`config.mk`:
```
export PLATFORM = sky130hd
export DESIGN_NAME = eth_capture_ctrl
export DESIGN_NICKNAME = d
export VERILOG_FILES = /design/src/rtl/eth_capture_pkg.sv /design/src/rtl/ring_ptr.sv /design/src/rtl/eth_capture_ctrl.sv
export SDC_FILE = /design/constraint.sdc
export NUM_CORES = 1
export LEC_CHECK = 0
export BUFFER_PORTS_ARGS = -buffer_cell sky130_fd_sc_hd__buf_2
export CELL_PAD_IN_SITES_DETAIL_PLACEMENT = 2
export CELL_PAD_IN_SITES_GLOBAL_PLACEMENT = 2
export CORE_UTILIZATION = 37
export CTS_BUF_LIST = sky130_fd_sc_hd__clkbuf_2
export CTS_CLUSTER_DIAMETER = 200
export DETAILED_ROUTE_END_ITERATION = 6
export PLACE_DENSITY = 0.87
export SYNTH_ARGS = -nofsm -noshare
export SYNTH_HDL_FRONTEND = slang
export SYNTH_SLANG_ARGS = --single-unit
```
`constraint.sdc`:
```
create_clock -name clk -period 5.9 [get_ports clk]
set_clock_uncertainty 0.2 [all_clocks]
set_input_delay 1.18 -clock clk [delete_from_list [all_inputs] [get_ports clk]]
set_output_delay 1.18 -clock clk [all_outputs]
set_load 0.1 [all_outputs]
```
`src/rtl/eth_capture_pkg.sv`:
```
// Shared types and constants for the Ethernet capture sequencer.
package eth_capture_pkg;

  typedef enum logic [1:0] {
    StIdle,
    StData,
    StStatus,
    StPad
  } state_e;

  localparam logic [15:0] STAT_OK    = 16'h0200;
  localparam logic [15:0] STAT_CRC   = 16'h04FF;
  localparam logic [15:0] STAT_TRUNC = 16'h06EE;
  localparam logic [15:0] STAT_ABORT = 16'h08AA;
  localparam logic [15:0] BLANK      = 16'h0000;

  localparam logic [3:0] COLOR_RST = 4'h1;

endpackage

```
`src/rtl/ring_ptr.sv`:
```
// Row/column ring pointer with incremental write-address generation and per-frame row limit.
module ring_ptr #(
  parameter int unsigned AW        = 12,
  parameter int unsigned ROW_WORDS = 64,
  parameter int unsigned ROWS      = 32,
  parameter int unsigned ADDR_STEP = 2,
  parameter int unsigned MAX_ROWS  = 4
) (
  input  logic          clk,
  input  logic          rst_n,
  input  logic          step,
  input  logic          frame_done,
  output logic [AW-1:0] addr,
  output logic          last_col,
  output logic          row_limit
);

  localparam int unsigned ColW  = $clog2(ROW_WORDS);
  localparam int unsigned RowW  = (ROWS > 1) ? $clog2(ROWS) : 1;
  localparam int unsigned UsedW = $clog2(MAX_ROWS + 1);

  logic [ColW-1:0]  col_q, col_d;
  logic [RowW-1:0]  row_q, row_d;
  logic [UsedW-1:0] used_q, used_d;
  logic [AW-1:0]    addr_q, addr_d;

  assign last_col  = (col_q == ColW'(ROW_WORDS - 1));
  assign row_limit = (used_q == UsedW'(MAX_ROWS));
  assign addr      = addr_q;

  // Stepping off the last column lands on column 0 of the next row, which is
  // also one address step further unless the ring wraps back to row 0.
  always_comb begin
    col_d  = col_q;
    row_d  = row_q;
    used_d = used_q;
    addr_d = addr_q;
    if (step) begin
      if (last_col) begin
        col_d  = '0;
        used_d = used_q + UsedW'(1);
        if (row_q == RowW'(ROWS - 1)) begin
          row_d  = '0;
          addr_d = '0;
        end else begin
          row_d  = row_q + RowW'(1);
          addr_d = addr_q + AW'(ADDR_STEP);
        end
      end else begin
        col_d  = col_q + ColW'(1);
        addr_d = addr_q + AW'(ADDR_STEP);
      end
    end
    if (frame_done) begin
      used_d = UsedW'(1);
    end
  end

  always_ff @(posedge clk) begin
    if (!rst_n) begin
      col_q  <= '0;
      row_q  <= '0;
      used_q <= UsedW'(1);
      addr_q <= '0;
    end else begin
      col_q  <= col_d;
      row_q  <= row_d;
      used_q <= used_d;
      addr_q <= addr_d;
    end
  end

endmodule

```
`src/rtl/eth_capture_ctrl.sv`:
```
// Lays received Ethernet frames out as display rows, one word per byte, closed by a status word.
module eth_capture_ctrl
  import eth_capture_pkg::*;
#(
  parameter int unsigned AW        = 12,
  parameter int unsigned ROW_WORDS = 64,
  parameter int unsigned ROWS      = 32,
  parameter int unsigned ADDR_STEP = 2,
  parameter int unsigned MAX_ROWS  = 4
) (
  input  logic          clk,
  input  logic          rst_n,
  input  logic [7:0]    data,
  input  logic          valid,
  input  logic          sop,
  input  logic          eop,
  input  logic          crc_ok,
  input  logic          enable,
  output logic [AW-1:0] waddr,
  output logic [15:0]   wdata,
  output logic          we,
  output logic [15:0]   frame_count,
  output logic [15:0]   drop_count,
  output logic          busy
);

  state_e        state_q, state_d;
  logic [3:0]    color_q, color_d;
  logic          trunc_q, trunc_d, abort_q, abort_d, crc_q, crc_d, pad_left_q, pad_left_d;
  logic [AW-1:0] waddr_q, waddr_d;
  logic [15:0]   wdata_q, wdata_d;
  logic          we_q, we_d;
  logic [15:0]   frame_count_q, drop_count_q;
  logic          frame_inc, drop_inc, step, frame_done, last_col, row_limit;
  logic [AW-1:0] ptr_addr;
  logic [15:0]   byte_word, status_word;
  logic          new_sop;

  assign new_sop   = valid & sop & enable;
  assign byte_word = {color_q, 4'h0, data};

  ring_ptr #(
    .AW        (AW),
    .ROW_WORDS (ROW_WORDS),
    .ROWS      (ROWS),
    .ADDR_STEP (ADDR_STEP),
    .MAX_ROWS  (MAX_ROWS)
  ) u_ring_ptr (
    .clk        (clk),
    .rst_n      (rst_n),
    .step       (step),
    .frame_done (frame_done),
    .addr       (ptr_addr),
    .last_col   (last_col),
    .row_limit  (row_limit)
  );

  always_comb begin
    if (abort_q)      status_word = STAT_ABORT;
    else if (trunc_q) status_word = STAT_TRUNC;
    else if (crc_q)   status_word = STAT_OK;
    else              status_word = STAT_CRC;
  end

  always_comb begin
    state_d    = state_q;
    color_d    = color_q;
    trunc_d    = trunc_q;
    abort_d    = abort_q;
    crc_d      = crc_q;
    pad_left_d = pad_left_q;
    we_d       = 1'b0;
    waddr_d    = waddr_q;
    wdata_d    = wdata_q;
    frame_inc  = 1'b0;
    drop_inc   = 1'b0;
    step       = 1'b0;
    frame_done = 1'b0;
    unique case (state_q)
      StIdle: begin
        if (new_sop) begin
          we_d    = 1'b1;
          waddr_d = ptr_addr;
          wdata_d = byte_word;
          step    = 1'b1;
          state_d = StData;
        end
      end
      StData: begin
        if (valid && sop) begin
          abort_d  = 1'b1;
          drop_inc = enable;
          state_d  = StStatus;
        end else if (valid) begin
          if (!trunc_q) begin
            we_d    = 1'b1;
            waddr_d = ptr_addr;
            wdata_d = byte_word;
            // Out of rows: pointer stays on the final word so status overwrites it.
            if (last_col && row_limit) trunc_d = 1'b1;
            else                       step    = 1'b1;
          end
        end else if (eop) begin
          crc_d   = crc_ok;
          state_d = StStatus;
        end
      end
      StStatus: begin
        drop_inc   = new_sop;
        we_d       = 1'b1;
        waddr_d    = ptr_addr;
        wdata_d    = status_word;
        frame_inc  = 1'b1;
        pad_left_d = !last_col;
        step       = !last_col;
        state_d    = StPad;
      end
      StPad: begin
        drop_inc = new_sop;
        if (pad_left_q) begin
          we_d       = 1'b1;
          waddr_d    = ptr_addr;
          wdata_d    = BLANK;
          pad_left_d = !last_col;
          step       = !last_col;
        end else begin
          step       = 1'b1;
          frame_done = 1'b1;
          color_d    = {color_q[2:0], color_q[3]};
          trunc_d    = 1'b0;
          abort_d    = 1'b0;
          state_d    = StIdle;
        end
      end
      default: state_d = StIdle;
    endcase
  end

  always_ff @(posedge clk) begin
    if (!rst_n) begin
      state_q       <= StIdle;
      color_q       <= COLOR_RST;
      trunc_q       <= 1'b0;
      abort_q       <= 1'b0;
      crc_q         <= 1'b0;
      pad_left_q    <= 1'b0;
      we_q          <= 1'b0;
      waddr_q       <= '0;
      wdata_q       <= '0;
      frame_count_q <= '0;
      drop_count_q  <= '0;
    end else begin
      state_q    <= state_d;
      color_q    <= color_d;
      trunc_q    <= trunc_d;
      abort_q    <= abort_d;
      crc_q      <= crc_d;
      pad_left_q <= pad_left_d;
      we_q       <= we_d;
      waddr_q    <= waddr_d;
      wdata_q    <= wdata_d;
      if (frame_inc) frame_count_q <= frame_count_q + 16'd1;
      if (drop_inc && (drop_count_q != 16'hFFFF)) drop_count_q <= drop_count_q + 16'd1;
    end
  end

  assign we          = we_q;
  assign waddr       = waddr_q;
  assign wdata       = wdata_q;
  assign frame_count = frame_count_q;
  assign drop_count  = drop_count_q;
  assign busy        = (state_q != StIdle);

endmodule

```
; Word-level counts from Yosys, hierarchy flattened
; Cells that the tools add are included.
[word_totals]
reg_bits = 97
in_bits = 15
out_inout_bits = 62
word_cells = 112
[op_classes]
n_addsub = 6
eq_ne = 16
muxes = 52
bitwise = 6
n_reduce_logical = 17
[op_table]
columns = operator, n
row1 = $mux W12, 8
row2 = $mux W16, 5
row3 = $pmux W16 S4, 1
row4 = $pmux W12 S4, 1
row5 = $add A16 B1 Y16 const B, 2
row6 = $mux W11, 2
row7 = $mux W1, 21
row8 = $ne A16 B16 Y1 const B, 1
row9 = $ne A2 B2 Y1 const B, 7
row10 = $add A12 B2 Y12 const B, 1
row11 = $reduce_and A4 Y1, 3
row12 = $mux W2, 5
row13 = $pmux W1 S2, 4
row14 = $pmux W1 S4, 2
row15 = $pmux W2 S4, 1
row16 = $add A6 B1 Y6 const B, 1
row17 = $eq A6 B6 Y1 const B, 1
row18 = $mux W6, 1
row19 = $ne A3 B3 Y1 const B, 2
row20 = $reduce_bool A2 Y1, 3
row21 = $add A5 B1 Y5 const B, 1
row22 = $eq A5 B5 Y1 const B, 1
row23 = $mux W5, 1
row24 = $reduce_and A5 Y1, 1
row25 = other kinds (12), 21

; Logic depth before layout (Yosys ltp)
; Gate-level depths: netlist of the first run.
[depth]
ltp_word = 8
mapped_depth = 10
mapped_depth_nobuf = 7

; Hierarchy
; A second synthesis of the first run with hierarchy kept.
[unflattened]
hier_cells = 512
hier_area_um2 = 4222.8
[modules_own_cells]
columns = mod, instances, cells_each, area_each_um2, seq_area_each_um2
row1 = eth_capture_ctrl, 1, 370, 3000.4, 1401.3
row2 = ring_ptr, 1, 142, 1222.4, 500.5

; Worst setup path after synthesis of the first run
; OpenSTA, ideal clock, no wires.
[synth_path]
path_type = input to register
startpoint = in sop
endpoint = reg u_ring_ptr.row_q[3]
setup_time_ns = 0.070
arrival_ns = 2.675
required_time_ns = 5.630
path_slack_ns = 2.955
path_stages = 6
n_path_buf = 1
cell_sequence = and4bb_1 -> a211oi_1 -> or3_1 -> buf_2 -> or4_1 -> a21oi_1
[synth_via]
elab_chain_cells = 5
word_cells_on_any_way = 7
classes_between = mux (3) / bitwise (2) / reduce/logical (2)
[synth_lines]
columns = element, line_no
row1 = from (decl), eth_capture_ctrl.sv:15  ; input logic sop,
row2 = $and A1 B1 Y1 (2 in series), eth_capture_ctrl.sv:39  ; assign new_sop = valid & sop & enable;
row3 = $mux W1, eth_capture_ctrl.sv:81  ; if (new_sop) begin
row4 = $pmux W1 S4 (*), eth_capture_ctrl.sv:79  ; unique case (state_q)
row5 = $reduce_and A2 Y1 (no source line) (*), --
row6 = to (signal assigned), ring_ptr.sv:67  ; row_q <= row_d;
row7 = to (decl), ring_ptr.sv:23  ; logic [RowW-1:0] row_q, row_d;
; Mark *: on every way between the ends. The rest lies on a longest branch, timed or not.
; A chain may end at the register's enable or synchronous reset.

; Worst setup path in the final report of the first run
[layout_path]
startpoint = reg state_q[0]
endpoint = out busy
[layout_via]
elab_chain_cells = 1
[layout_lines]
columns = element, line_no
row1 = from (decl), eth_capture_ctrl.sv:27  ; state_e state_q, state_d;
row2 = from (signal assigned), eth_capture_ctrl.sv:141  ; state_q <= StIdle;
row3 = from (signal assigned), eth_capture_ctrl.sv:153  ; state_q <= state_d;
row4 = $reduce_bool A2 Y1, eth_capture_ctrl.sv:172  ; assign busy = (state_q != StIdle);
row5 = to (decl), eth_capture_ctrl.sv:24  ; output logic busy
; Every way passes these cells.

==> metrics.txt, run 1 <==
Seq/Total Area, Yosys=43.8%; Crit. End Element=primary output; final antenna-violating net count=0; CTS clk-pin slew, worst paths=270 ps; element type at the critical path start=flop; crit share post-route=55.1%; Routed wire per std cell=17.4 um; first-pass GRT wire length=20,800 um; core area=11,400 um^2; Hold Vio Cnt, Final=0; GP Congestion=0.851; WP data arrival=1870 ps; Max-Cap Viols=0; Initial Util=37.8%; GRT Total Usage=22.5%; Post-synth EDFFs=0; DR iter-0 viols=123; port bufs=74; post-CTS setup buffer count=0; largest net degree at the start of global routing=36; Core Rows=39; clock buffer depth=2; cells after synthesis=515; # DRC=0; setup TNS=0 ps; post-layout min period=3250 ps; io pins=77; Max FO, Critical Path=4; Post-CTS Hold Buffers=0; layout cells sized above 1=18.2%; fmax=308 MHz; full die area=12,100 um^2; via count=3,986; GR Overflow Total=0; Final WS setup=2650 ps; initial antenna violation count=0; Post-Place Setup Slack=2390 ps; status=finished clean; nets=606; H-tree depth=3; die height=110 um; CTS buffer count=9; drt total wl=12,600 um; P_leak=1.98 nW; clk sinks=94; Pre-antenna DRT Iters=6; HPWL Detailed=9230 um; VDD IR-drop max=0.000300 V; Layout area overhead=13.8%; RSZ-0062 raised after global routing=no; pwr/cell area=398 nW/um^2; syn_area_per_cell=8.35 um^2; n_diodes=0; die span in x=110 um; actual slew at the worst max-slew pin=1160 ps; Synth Register Bits=94; cell area after placement=4750 um^2; number of fill cells=1,308; # resized after CTS=0; ys flop type=dfxtp_1; kind of critical path=reg -> out; Synth Warn #=0; Clock Latency Late Sink=630 ps; Critical Path RT=4520 ps; Final Instance Area=4890 um^2; TritonCTS clock tree=done; Root Driver=clkbuf_2; post-layout util=43.1%; synthesized area=4300 um^2; worst hold path type=reg -> reg; Final Slew Violations=0; # setup viols final=0; Synth cell types=57; async set-reset flop share out of synthesis=0%; max_slew headroom=22.7%; vias per cell=5.49; number of global-route vias before repair=4,091
through the flow:
| stage | hold WS (ps) | power [mW] | cells |
|---|---|---|---|
| after global placement | 241 | 1.53 | 710 |
| after global routing | 299 | 2.05 | 726 |
| after detailed placement | 253 | 1.57 | 710 |
| final | 277 | 1.95 | 726 |
| after floorplan | 241 | 1.38 | 516 |
| after CTS | 281 | 1.96 | 726 |
worst paths after layout:
path,startpoint,to,slack [ps],cells past startpoint
worst max register to register,state_q[1],u_ring_ptr.addr[6],2840,7
worst min-delay path,waddr[3],waddr[3],280,2
worst max-delay path,state_q[0],busy,2650,4
worst min register to register,waddr[3],waddr[3],280,2
report_power, final:
part	internal (mW)	switching, mW	leakage [nW]
clock	0.144	0.243	0.0792
combinational	0.171	0.651	1.14
sequential	0.694	0.0433	0.761
state kept, by name (all words and copies together) (netlist names):
signal / flops
abort_q: 1
color_q: 4
crc_q: 1
drop_count: 16
frame_count: 16
pad_left_q: 1
state_q: 2
trunc_q: 1
u_ring_ptr.addr: 11
u_ring_ptr.col_q: 6
u_ring_ptr.row_q: 5
u_ring_ptr.used_q: 3
waddr: 11
wdata: 15
we: 1
cell families (layout without fill, tap and decap cells):
family	count (synthesis)	in the layout	share of synthesized area, %
mux	6	6	1.40
compound gates	106	106	15.7
fa+ha+maj	13	13	3.78
xor+xnor	30	30	6.11
other cells	1	2	0.0872
flops	94	94	43.8
buf+inv	39	106	4.01
simple gates	226	226	25.1
area by class of cell:
type | instances | area, um^2 | share of cell area (%)
timing repair buffer | 77 | 393 | 8.03
sequential | 94 | 1880 | 38.4
clock buffer | 10 | 50.0 | 1.02
inverter | 13 | 48.8 | 0.997
multi-input combinational | 383 | 2250 | 46.0
clock inverter | 6 | 92.6 | 1.89
tap | 143 | 179 | 3.66
routing by layer:
metal  track usage (%)  up-vias  wire (um)
met5                 0        -          0
met4              9.71        0        265
met3              3.14       16        480
met2              39.9       77       6390
met1              26.8     1969       5500
li1                  -     1924          -
cells in the mapped netlist, types with 2 or more instances:
cell type	instances	area, um^2
o21a_1	3	22.5
nand4_1	5	31.3
or2_2	5	31.3
nand2b_1	4	25.0
a211oi_1	10	75.1
mux2i_1	6	60.1
inv_1	12	45.0
a21boi_0	2	15.0
or4_1	5	37.5
buf_2	3	15.0
nand3b_1	5	37.5
dfxtp_1	94	1880
and3_1	11	68.8
o41ai_1	3	26.3
nor2_1	47	176
or3b_2	2	17.5
o31ai_1	4	30.0
a2111oi_0	3	26.3
a21o_1	2	15.0
nand2_1	80	300
o21ai_0	12	60.1
a21oi_1	47	235
a31oi_1	2	12.5
buf_4	4	30.0
nor3_1	12	60.1
o311ai_0	2	17.5
xor2_1	11	96.3
xnor2_1	19	166
clkbuf_1	17	63.8
ha_1	13	163
nor2b_1	2	12.5
or3_1	5	31.3
nand3_1	33	165
a32oi_1	2	17.5
a22oi_1	6	45.0
placed cells by master (no fill, tap or decap), types with 3 or more instances in the layout:
cell type / count
dfxtp_1: 94
nand2_1: 80
buf_2: 74
nor2_1: 47
a21oi_1: 47
nand3_1: 33
xnor2_1: 19
ha_1: 13
inv_1: 12
nor3_1: 12
and3_1: 11
o21ai_0: 11
xor2_1: 11
a211oi_1: 10
clkbuf_2: 10
a22oi_1: 6
mux2i_1: 6
or2_2: 5
or3_1: 5
or4_1: 5
nand3b_1: 5
nand4_1: 5
nand2b_1: 4
o31ai_1: 4
o21a_1: 3
o41ai_1: 3
a2111oi_0: 3
buf_4: 3
worst max-delay path: stages, from the launching register on:
cell,delay (ps)
dfxtp_1,420
inv_1,110
ha_1,260
inv_1,60
buf_2,410
Note: power is estimated with default switching activity, not from simulation.
==> run 2, diff against run 1 <==
--- a/config.mk
+++ b/config.mk
@@ -5,14 +5,15 @@
 export SDC_FILE = /design/constraint.sdc
 export NUM_CORES = 1
 export LEC_CHECK = 0
+export ABC_AREA = 1
 export BUFFER_PORTS_ARGS = -buffer_cell sky130_fd_sc_hd__buf_2
 export CELL_PAD_IN_SITES_DETAIL_PLACEMENT = 2
 export CELL_PAD_IN_SITES_GLOBAL_PLACEMENT = 2
-export CORE_UTILIZATION = 37
+export CORE_UTILIZATION = 30
 export CTS_BUF_LIST = sky130_fd_sc_hd__clkbuf_2
 export CTS_CLUSTER_DIAMETER = 200
 export DETAILED_ROUTE_END_ITERATION = 6
-export PLACE_DENSITY = 0.87
+export PLACE_DENSITY = 0.78
 export SYNTH_ARGS = -nofsm -noshare
 export SYNTH_HDL_FRONTEND = slang
 export SYNTH_SLANG_ARGS = --single-unit
==> constraint.sdc (replaced) <==
create_clock -name clk -period 2.81 [get_ports clk]
set_clock_uncertainty 0.2 [all_clocks]
set_input_delay 0.562 -clock clk [delete_from_list [all_inputs] [get_ports clk]]
set_output_delay 0.562 -clock clk [all_outputs]
set_load 0.1 [all_outputs]
==> metrics.txt, run 2 <==
Critical Path RT=2050 ps; CTS buffer count=9; die span in x=128 um; post-synthesis compound-gate area fraction=15.5%; grt met3 use=2.88%; via count=4,685; Layout area overhead=15.5%; cell area after placement=5310 um^2; status=finished clean; layout cells sized above 1=18.9%; full die area=16,500 um^2; Max-Cap Viols=0; Final Slew Violations=0; grt met2 use=34.2%; adder-cell share of the synthesized area=3.40%; Synth Register Bits=94; pwr/cell area=749 nW/um^2; VDD IR-drop max=0.000683 V; P_leak=2.32 nW; Seq/Total Area, Yosys=39.3%; clk sinks=94; Core Rows=45; setup TNS=0 ps; Post-Place Setup Slack=476 ps; Final Instance Area=5530 um^2; Post-CTS Hold Buffers=10; die height=128 um; actual slew at the worst max-slew pin=642 ps; Crit. End Element=primary output; # DRC=0; initial antenna violation count=1; max_slew headroom=57.1%; number of fill cells=1,865; ys flop type=dfxtp_1; Clock Latency Late Sink=640 ps; number of global-route vias before repair=5,026; GR Overflow Total=0; GR Util met1=23.4%; Root Driver=clkbuf_2; fmax=382 MHz; combinational family with the most area after synthesis=simple AND/OR/NAND/NOR gates; largest net degree at the start of global routing=42; drt total wl=15,000 um; # resized after CTS=0; Max FO, Critical Path=4; count leader, synth=nand2_1; TritonCTS clock tree=done; nets=765; Synth top area share=39.3%; H-tree depth=3; RSZ-0062 raised after global routing=no; combinational power share=43.5%; Hold Vio Cnt, Final=0; Synth cell types=36; Initial Util=31.1%; sw power=2.11 mW; most frequent cells in the layout=nand2_1 (171), dfxtp_1 (94), buf_2 (74); syn_area_per_cell=7.23 um^2; Routed wire per std cell=15.8 um; # setup viols final=0; reg2reg path depth=9; core area=15,400 um^2; Post-Synth XOR/XNOR Area=3.85%; final antenna-violating net count=0; area of the multi-input gates=2490 um^2; vias per cell=4.91; element type at the critical path start=flop; cells after synthesis=662; Min-Delay Path Depth=3; fin cells=954; fraction of the mapped netlist area in simple logic gates=29.2%; GRT Total Usage=19.3%; Synth top cells by count=nand2_1 (171), dfxtp_1 (94), a21oi_1 (67); Pre-antenna DRT Iters=4; area leader, netlist=dfxtp_1; DR iter-0 viols=139; crit share post-route=93.1%; post-synthesis mux area share=0%; clock buffer depth=2; post-CTS setup buffer count=0; kind of critical path=reg -> out; io pins=77; Synth Warn #=0; DP Cell Count=927; async set-reset flop share out of synthesis=0%; worst hold path type=in -> reg; clock share of power=17.5%; WP data arrival=1850 ps; most common cell after layout, fill and taps aside=nand2_1; synthesized area=4780 um^2; post-layout min period=2620 ps; sw frac=51.0%; Reg power frac=39.0%; port bufs=74; Final WS setup=194 ps; internal power=2.03 mW; HPWL Detailed=10,800 um; GP Congestion=0.799; Reg area=1880 um^2; global routing's busiest layer=met2; CTS clk-pin slew, worst paths=240 ps; Overall Power=4.14 mW; Synth area leaders=dfxtp_1 (39%), nand2_1 (13%), a21oi_1 (7.0%); Post-synth EDFFs=0; first-pass GRT wire length=24,900 um
==> run 2: cells by family (layout without fill, tap and decap cells) <==
group	Yosys count	in the layout
AOI/OAI and AO/OA	130	130
adders and majority gates	13	13
xor gates and xnor gates	21	21
and+or+nand+nor	312	312
other	1	3
DFF	94	94
buffers and inverters	91	170
==> run 2: final timing paths <==
path | start | end | slack (ps)
max | state_q[0] | busy | 190
min | enable | we | 130
max reg2reg | state_q[0] | u_ring_ptr.addr[10] | 460
min reg2reg | waddr[7] | waddr[7] | 290
==> run 2: layout make-up <==
type | instances | share of cell area, %
Clock buffer | 9 | 0.815
Sequential cell | 94 | 34.1
Antenna cell | 1 | 0.0453
Inverter | 64 | 4.35
Tap cell | 211 | 4.78
Multi-Input combinational cell | 478 | 45.1
Clock inverter | 7 | 1.31
Timing Repair Buffer | 90 | 9.55
==> run 2: power groups by stage <==
| stage | combinational (mW) | sequential, mW | clock [mW] |
|---|---|---|---|
| final | 1.80 | 1.61 | 0.725 |
| after detailed placement | 1.79 | 1.64 | 0 |
| after global placement | 1.74 | 1.63 | 0 |
| after global routing | 1.92 | 1.64 | 0.825 |
| after CTS | 1.81 | 1.61 | 0.762 |
| after floorplan | 0.742 | 2.34 | 0 |
==> run 2: worst max-delay path, cell delays in order (launching register included) <==
cell and delay [ps]:
dfxtp_1 440, inv_1 90, ha_1 250, inv_1 60
buf_2 410
==> run 2: metrics by stage <==
| stage | util (%) | hold WS (ps) |
|---|---|---|
| final | 36.0 | 129 |
| after global routing | 36.0 | 74.9 |
| after CTS | 35.9 | 73.7 |
| after detailed placement | 34.5 | 265 |
| after global placement | 34.5 | 250 |
| after floorplan | - | 237 |
==> run 2: layer usage <==
metal / wire [um] / part of all wire, % / up-vias
li1: - / - / 2297
met1: 6950 / 46 / 2319
met2: 7580 / 50 / 54
met3: 295 / 2.0 / 15
met4: 222 / 1.5 / 0
met5: 0 / 0 / -
